===== config.mk =====
export PLATFORM = sky130hd
export DESIGN_NAME = dtree_seq_walker
export DESIGN_NICKNAME = d
export VERILOG_FILES = /design/src/rtl/dtree_seq_walker.sv
export SDC_FILE = /design/constraint.sdc
export NUM_CORES = 1
export LEC_CHECK = 0
export BUFFER_PORTS_ARGS = -buffer_cell sky130_fd_sc_hd__buf_4
export CAP_MARGIN = 20
export CORE_ASPECT_RATIO = 0.5
export CORE_MARGIN = 2
export CORE_UTILIZATION = 48
export CTS_BUF_LIST = sky130_fd_sc_hd__clkbuf_4 sky130_fd_sc_hd__clkbuf_8
export DETAILED_ROUTE_END_ITERATION = 16
export HOLD_SLACK_MARGIN = 0.1
export PLACE_DENSITY = 0.79
export SLEW_MARGIN = 25
export SYNTH_ARGS = -nofsm -noshare
export SYNTH_HDL_FRONTEND = slang
export SYNTH_SLANG_ARGS = --single-unit

===== constraint.sdc =====
create_clock -name clk -period 2.95 [get_ports clk]
set_clock_uncertainty 0.2 [all_clocks]
set_input_delay 0.295 -clock clk [delete_from_list [all_inputs] [get_ports clk]]
set_output_delay 0.295 -clock clk [all_outputs]
set_load 0.03 [all_outputs]

===== src/rtl/dtree_seq_walker.sv =====
// Sequential decision-tree walker: one shared comparator, one node per FETCH/EVAL pair.
// Optional DTREE_SEQ_WDOG_EN adds a visit-count watchdog that aborts runaway walks.
module dtree_seq_walker #(
  parameter int NFEAT = 6,
  parameter int FW    = 8,
  parameter int CW    = 2,
  parameter int AW    = 6,
  parameter int MAXN  = 16
) (
  input  logic                clk,
  input  logic                rst,
  input  logic                in_valid,
  output logic                in_ready,
  input  logic [NFEAT*FW-1:0] x_flat,
  output logic                node_rd,
  output logic [AW-1:0]       node_addr,
  input  logic                nd_leaf,
  input  logic [2:0]          nd_feat,
  input  logic [2:0]          nd_shift,
  input  logic [FW-1:0]       nd_thr,
  input  logic [AW-1:0]       nd_left,
  input  logic [AW-1:0]       nd_right,
  input  logic [CW-1:0]       nd_class,
  output logic                out_valid,
  input  logic                out_ready,
  output logic [CW-1:0]       out_class,
  output logic                out_err
);

  typedef enum logic [1:0] {IDLE, FETCH, EVAL, DONE} state_t;

  state_t                    r_state, w_state_nx;
  logic [NFEAT-1:0][FW-1:0]  r_x;
  logic [AW-1:0]             r_addr, w_addr_nx;
  logic [CW-1:0]             r_class, w_class_nx;
  logic                      r_err, w_err_nx;
  logic                      r_in_ready;
  logic                      w_accept;
  logic                      w_vis_inc;
  logic                      w_wdog_trip;
  logic                      w_feat_bad;
  logic                      w_le;
  logic [FW-1:0]             w_feat;

  assign w_accept   = in_valid && r_in_ready;
  assign w_feat_bad = 32'(nd_feat) >= NFEAT;

  always_comb begin
    w_feat = '0;
    for (int i = 0; i < NFEAT; i++)
      if (nd_feat == 3'(i)) w_feat = r_x[i];
  end

  // Zero-fill shift keeps the compare unsigned at full FW width.
  assign w_le = (w_feat >> nd_shift) <= nd_thr;

`ifdef DTREE_SEQ_WDOG_EN
  localparam int VW = $clog2(MAXN + 1);
  logic [VW-1:0] r_visits;

  // The MAXN-th internal evaluation is the last one allowed; it aborts instead of fetching again.
  assign w_wdog_trip = (r_visits == VW'(MAXN - 1));

  always_ff @(posedge clk) begin
    if (rst || w_accept) r_visits <= '0;
    else if (w_vis_inc)  r_visits <= r_visits + 1'b1;
  end
`else
  assign w_wdog_trip = 1'b0;
`endif

  always_comb begin
    w_state_nx = r_state;
    w_addr_nx  = r_addr;
    w_class_nx = r_class;
    w_err_nx   = r_err;
    w_vis_inc  = 1'b0;
    case (r_state)
      IDLE: begin
        if (w_accept) begin
          w_state_nx = FETCH;
          w_addr_nx  = '0;
        end
      end
      FETCH: w_state_nx = EVAL;
      EVAL: begin
        if (nd_leaf) begin
          w_class_nx = nd_class;
          w_err_nx   = 1'b0;
          w_state_nx = DONE;
        end else if (w_feat_bad || w_wdog_trip) begin
          w_class_nx = '0;
          w_err_nx   = 1'b1;
          w_state_nx = DONE;
        end else begin
          w_addr_nx  = w_le ? nd_left : nd_right;
          w_vis_inc  = 1'b1;
          w_state_nx = FETCH;
        end
      end
      DONE: if (out_ready) w_state_nx = IDLE;
      default: w_state_nx = IDLE;
    endcase
  end

  always_ff @(posedge clk) begin
    if (rst) begin
      r_state    <= IDLE;
      r_addr     <= '0;
      r_class    <= '0;
      r_err      <= 1'b0;
      r_in_ready <= 1'b1;
    end else begin
      r_state    <= w_state_nx;
      r_addr     <= w_addr_nx;
      r_class    <= w_class_nx;
      r_err      <= w_err_nx;
      r_in_ready <= (w_state_nx == IDLE);
    end
  end

  // Features are captured only at acceptance, so later x_flat changes are invisible.
  always_ff @(posedge clk) begin
    if (w_accept) r_x <= x_flat;
  end

  assign in_ready  = r_in_ready;
  assign node_rd   = (r_state == FETCH);
  assign node_addr = r_addr;
  assign out_valid = (r_state == DONE);
  assign out_class = r_class;
  assign out_err   = r_err;

endmodule

==> run_results.csv <==
group,metric,value,unit
power_and_ir_drop,power.density,452,nW/um^2
clocking,clockBufferDepth,2,
detailed_routing,drt_iter0_drc,248,
global_routing,grt_pass1_vias,2661,
detailed_routing,via_per_inst,5.27,
setup_path,reg2reg_to,"node_addr[4]$_SDFFE_PP0P_",
sta,fin_hold_ws,0.316,ns
placement,port_buffers,92,
cells_and_area,multi_input_area,1210,sq um
synth,synth_seq_cells,60,
cells_and_area,syn2layout_area_growth,59.7,%
detailed_routing,routedLengthMet1,3490,um
setup_path,r2r_start,"r_x[11]$_DFFE_PP_",
synth,synth.yosys.seq_area_share,56.4,%
cells_and_area,nFillCells,363,
sta,setup_tns,0,ns
die,start_util,49.4,%
die,rows,20,
power_and_ir_drop,pwr-share-clk,31.6,%
detailed_routing,first_pass_iters,4,
setup_path,path_buf_inv,0,
setup_path,rrSetupSlack,0.01,ns
sta,grt_setup_unrepaired,"true",
die,die_h,59.7,um
detailed_routing,dr.max_layer_used,"met4",
min_path,hp-class,"reg -> reg",
detailed_routing,totalWireLength,7930,um
detailed_routing,drc_errors,0,
synth,syn-instance-count,244,
cells_and_area,drive_gt1_share,34.7,%
setup_path,endpoint_kind,"flip-flop",
clocking,postCtsSetupBuffers,0,
clocking,clock-root-buffer,"clkbuf_8",
clocking,clock_latency,0.34,ns
clocking,cts_htree_levels,3,
sta,relSlewSlack,62.3,%
synth,syn_area,2980,sq um
synth,synth_cell_types,42,
synth,synth.avg_cell_area,12.2,sq um
global_routing,antenna_found_initial,0,
cells_and_area,nets,508,
power_and_ir_drop,leakage,2.00,nW
sta,tightest_slew,0.565,ns
placement,place_hpwl,4930,um
clocking,cts.sinks,60,
synth,ys_async_sr_fraction,0,%
power_and_ir_drop,power_frac_seq,47.5,%
setup_path,crit_path_max_fanout,6,
synth,synth_edf_count,48,
setup_path,cp-start-kind,"flip-flop",
synth,ys.flop_type,"edfxtp_1",
die,die_area,6900,sq um
cells_and_area,antenna_cells,0,
die,io_pins,93,
sta,hold_viol,0,
power_and_ir_drop,peakVddDrop,0.343,mV
setup_path,critical-path-top-delay-family,"compound AO/OA/AOI/OAI gates",
status,status,"completed",
run,cap_violations,0,
clocking,cts_tree,"yes",
setup_path,reg2regPathDepth,10,
cells_and_area,regArea,1680,sq um
detailed_routing,wl_met3,441,um
clocking,cts.clk_slew.worst_paths,0.08,ns
clocking,cts_buffers,9,
setup_path,criticalPathCategory,"reg -> reg",
power_and_ir_drop,intPower,1.56,mW
min_path,min_path_cells,2,
min_path,worstHoldEndpoint,"node_addr[3]$_SDFFE_PP0P_",
power_and_ir_drop,sw_frac_of_total,27.5,%
min_path,min-delay-start,"node_addr[3]$_SDFFE_PP0P_",
synth,synthesis.nets,333,
global_routing,overflow,0,
detailed_routing,dr_total_vias,2700,
power_and_ir_drop,combPwrFrac,20.8,%
placement,gp_congestion,0.879,
global_routing,grtUsageTotal,23.9,%
sta,slew_violations,0,
die,die_w,115,um
sta,fmax,0.340,GHz
setup_path,crit_chain,"mux4_2, a21oi_2, mux2i_1, a221o_1, ha_1, nor2b_1, o211ai_1, a21o_1, nand4_1, nand3_1",
setup_path,max_stage_delay,0.51,ns
detailed_routing,dr_wl_met2,3870,um
die,fp.coreArea,6030,sq um
detailed_routing,wl_per_cell,15.5,um
sta,finalCritPeriodShare,99.6,%
sta,min_period,2.94,ns
synth,ys_warn_count,0,
sta,setup_viol,0,
global_routing,grt_pass1_wl,12300,um
setup_path,worstPathRequired,3.03,ns
setup_path,slowest_stage,"mux4_2",
detailed_routing,drtAntennaViolNets,0,
setup_path,worstPathArrival,3.01,ns
global_routing,grt_max_degree,27,
power_and_ir_drop,switching_power,592,uW
-- what timing repair did --
| item | in CTS | in global routing |
|---|---|---|
| endpoints found under the setup margin | 6 | 6 |
| endpoints found under the hold margin | 60 | 0 |
| cloned | 0 | 0 |
| gates resized for setup | 3 | 7 |
| pin swaps | 3 | 15 |
| hold buffers | 66 | 0 |
-- flip-flops by register name, indices dropped and copies added, names as in the netlist --
name       cells
out_err        1
out_class      2
r_x           48
in_ready       1
node_addr      6
r_state        2
-- per-stage QoR --
step	setup WS (ns)	total power [mW]	cell area [sq um]	cells	utilization [%]
global route	-0.186	2.25	4760	512	79.0
finish	0.0128	2.15	4760	512	79.0
floorplan	0.103	1.23	2980	244	-
global placement	-0.0919	1.38	3860	430	64.1
CTS	0.00258	2.14	4720	512	78.2
detailed placement	-0.205	1.40	3860	430	64.1
-- cells in the mapped netlist (6+ instances only) --
library cell / n / share of area [%]
nand2_1: 8 / 1.0
edfxtp_1: 48 / 48
ha_1: 8 / 3.4
dfxtp_1: 12 / 8.1
a22oi_1: 7 / 1.8
nand3_1: 7 / 1.2
nor3_1: 9 / 1.5
o211ai_1: 9 / 2.3
nor2b_1: 7 / 1.5
mux4_2: 6 / 4.5
nand4_1: 8 / 1.7
nand2b_1: 6 / 1.3
inv_1: 17 / 2.1
a21oi_1: 12 / 2.0
nor2_1: 14 / 1.8
mux2i_1: 11 / 3.7
a21o_1: 6 / 1.5
-- final cells by class --
cell class / count / share of cell area [%]
clock buffer: 10 / 2.76
timing repair buffer: 176 / 31.7
multi-input combinational: 154 / 25.4
sequential: 60 / 35.3
tap: 88 / 2.31
inverter: 18 / 1.42
clock inverter: 6 / 1.05
-- metal layers --
layer / track usage (%) / up-vias
met3: 6.80 / 15
li1: - / 1298
met4: 8.09 / 0
met2: 40.9 / 113
met5: 0 / -
met1: 29.8 / 1274
-- logic make-up (layout without fill, tap and decap cells) --
group,Yosys count,after routing,share of synthesized area (%)
buffers and inverters,30,210,4.91
and+or+nand+nor,66,66,11.6
muxes,18,18,8.60
adders and majority gates,8,8,3.36
AOI/OAI and AO/OA,62,62,15.1
DFF,60,60,56.4
-- worst min-delay path: cells and delay by family (launching register included) --
kind	cells	cell delay, ns
flops	1	0.33
simple gates	1	0.07
compound gates	1	0.08
-- cells in the final DEF (no fill, tap or decap), types with 2 or more instances in the layout --
cell | Yosys | routed
clkbuf_8 | 0 | 9
ha_1 | 8 | 8
a211oi_1 | 4 | 2
clkinv_4 | 0 | 3
mux4_2 | 6 | 6
nand4_1 | 8 | 8
nand2_1 | 8 | 8
dlygate4sd3_1 | 0 | 66
a2111oi_0 | 2 | 2
dfxtp_1 | 12 | 12
nand3_1 | 7 | 7
and2_1 | 4 | 4
inv_1 | 17 | 16
a31oi_1 | 2 | 2
a21oi_2 | 0 | 3
a22oi_1 | 7 | 7
buf_4 | 4 | 108
nor2_1 | 14 | 14
o221ai_1 | 3 | 2
nor3_1 | 9 | 8
clkinvlp_4 | 0 | 2
nor2b_1 | 7 | 7
nand2b_1 | 6 | 5
a221o_1 | 2 | 2
buf_12 | 0 | 2
inv_2 | 1 | 2
a211oi_2 | 0 | 2
o21ai_0 | 3 | 3
o211ai_1 | 9 | 9
edfxtp_1 | 48 | 48
a21oi_1 | 12 | 9
mux2i_1 | 11 | 11
a21o_1 | 6 | 6
a32oi_1 | 2 | 2
-- power by group through the flow --
stage	Sequential (mW)	Clock [mW]	Combinational (mW)
after floorplan	1.04	0	0.188
after global placement	1.04	0	0.344
after detailed placement	1.04	0	0.358
after CTS	1.02	0.687	0.431
after global routing	1.03	0.737	0.485
final	1.02	0.680	0.448
-- worst max path at each step --
stage / startpoint / end / slack [ns] / cells past startpoint
2_1_floorplan: nd_feat[2] / node_addr[0]$_SDFFE_PP0P_ / 0.10 / 12
3_3_place_gp: nd_feat[2] / node_addr[0]$_SDFFE_PP0P_ / -0.09 / 12
3_5_place_dp: nd_feat[2] / node_addr[4]$_SDFFE_PP0P_ / -0.20 / 13
4_1_cts: r_x[22]$_DFFE_PP_ / node_addr[4]$_SDFFE_PP0P_ / 0.003 / 10
5_1_grt: r_x[11]$_DFFE_PP_ / node_addr[4]$_SDFFE_PP0P_ / -0.19 / 10
6_report: r_x[11]$_DFFE_PP_ / node_addr[4]$_SDFFE_PP0P_ / 0.01 / 10
(Power assumes the default switching activity.)
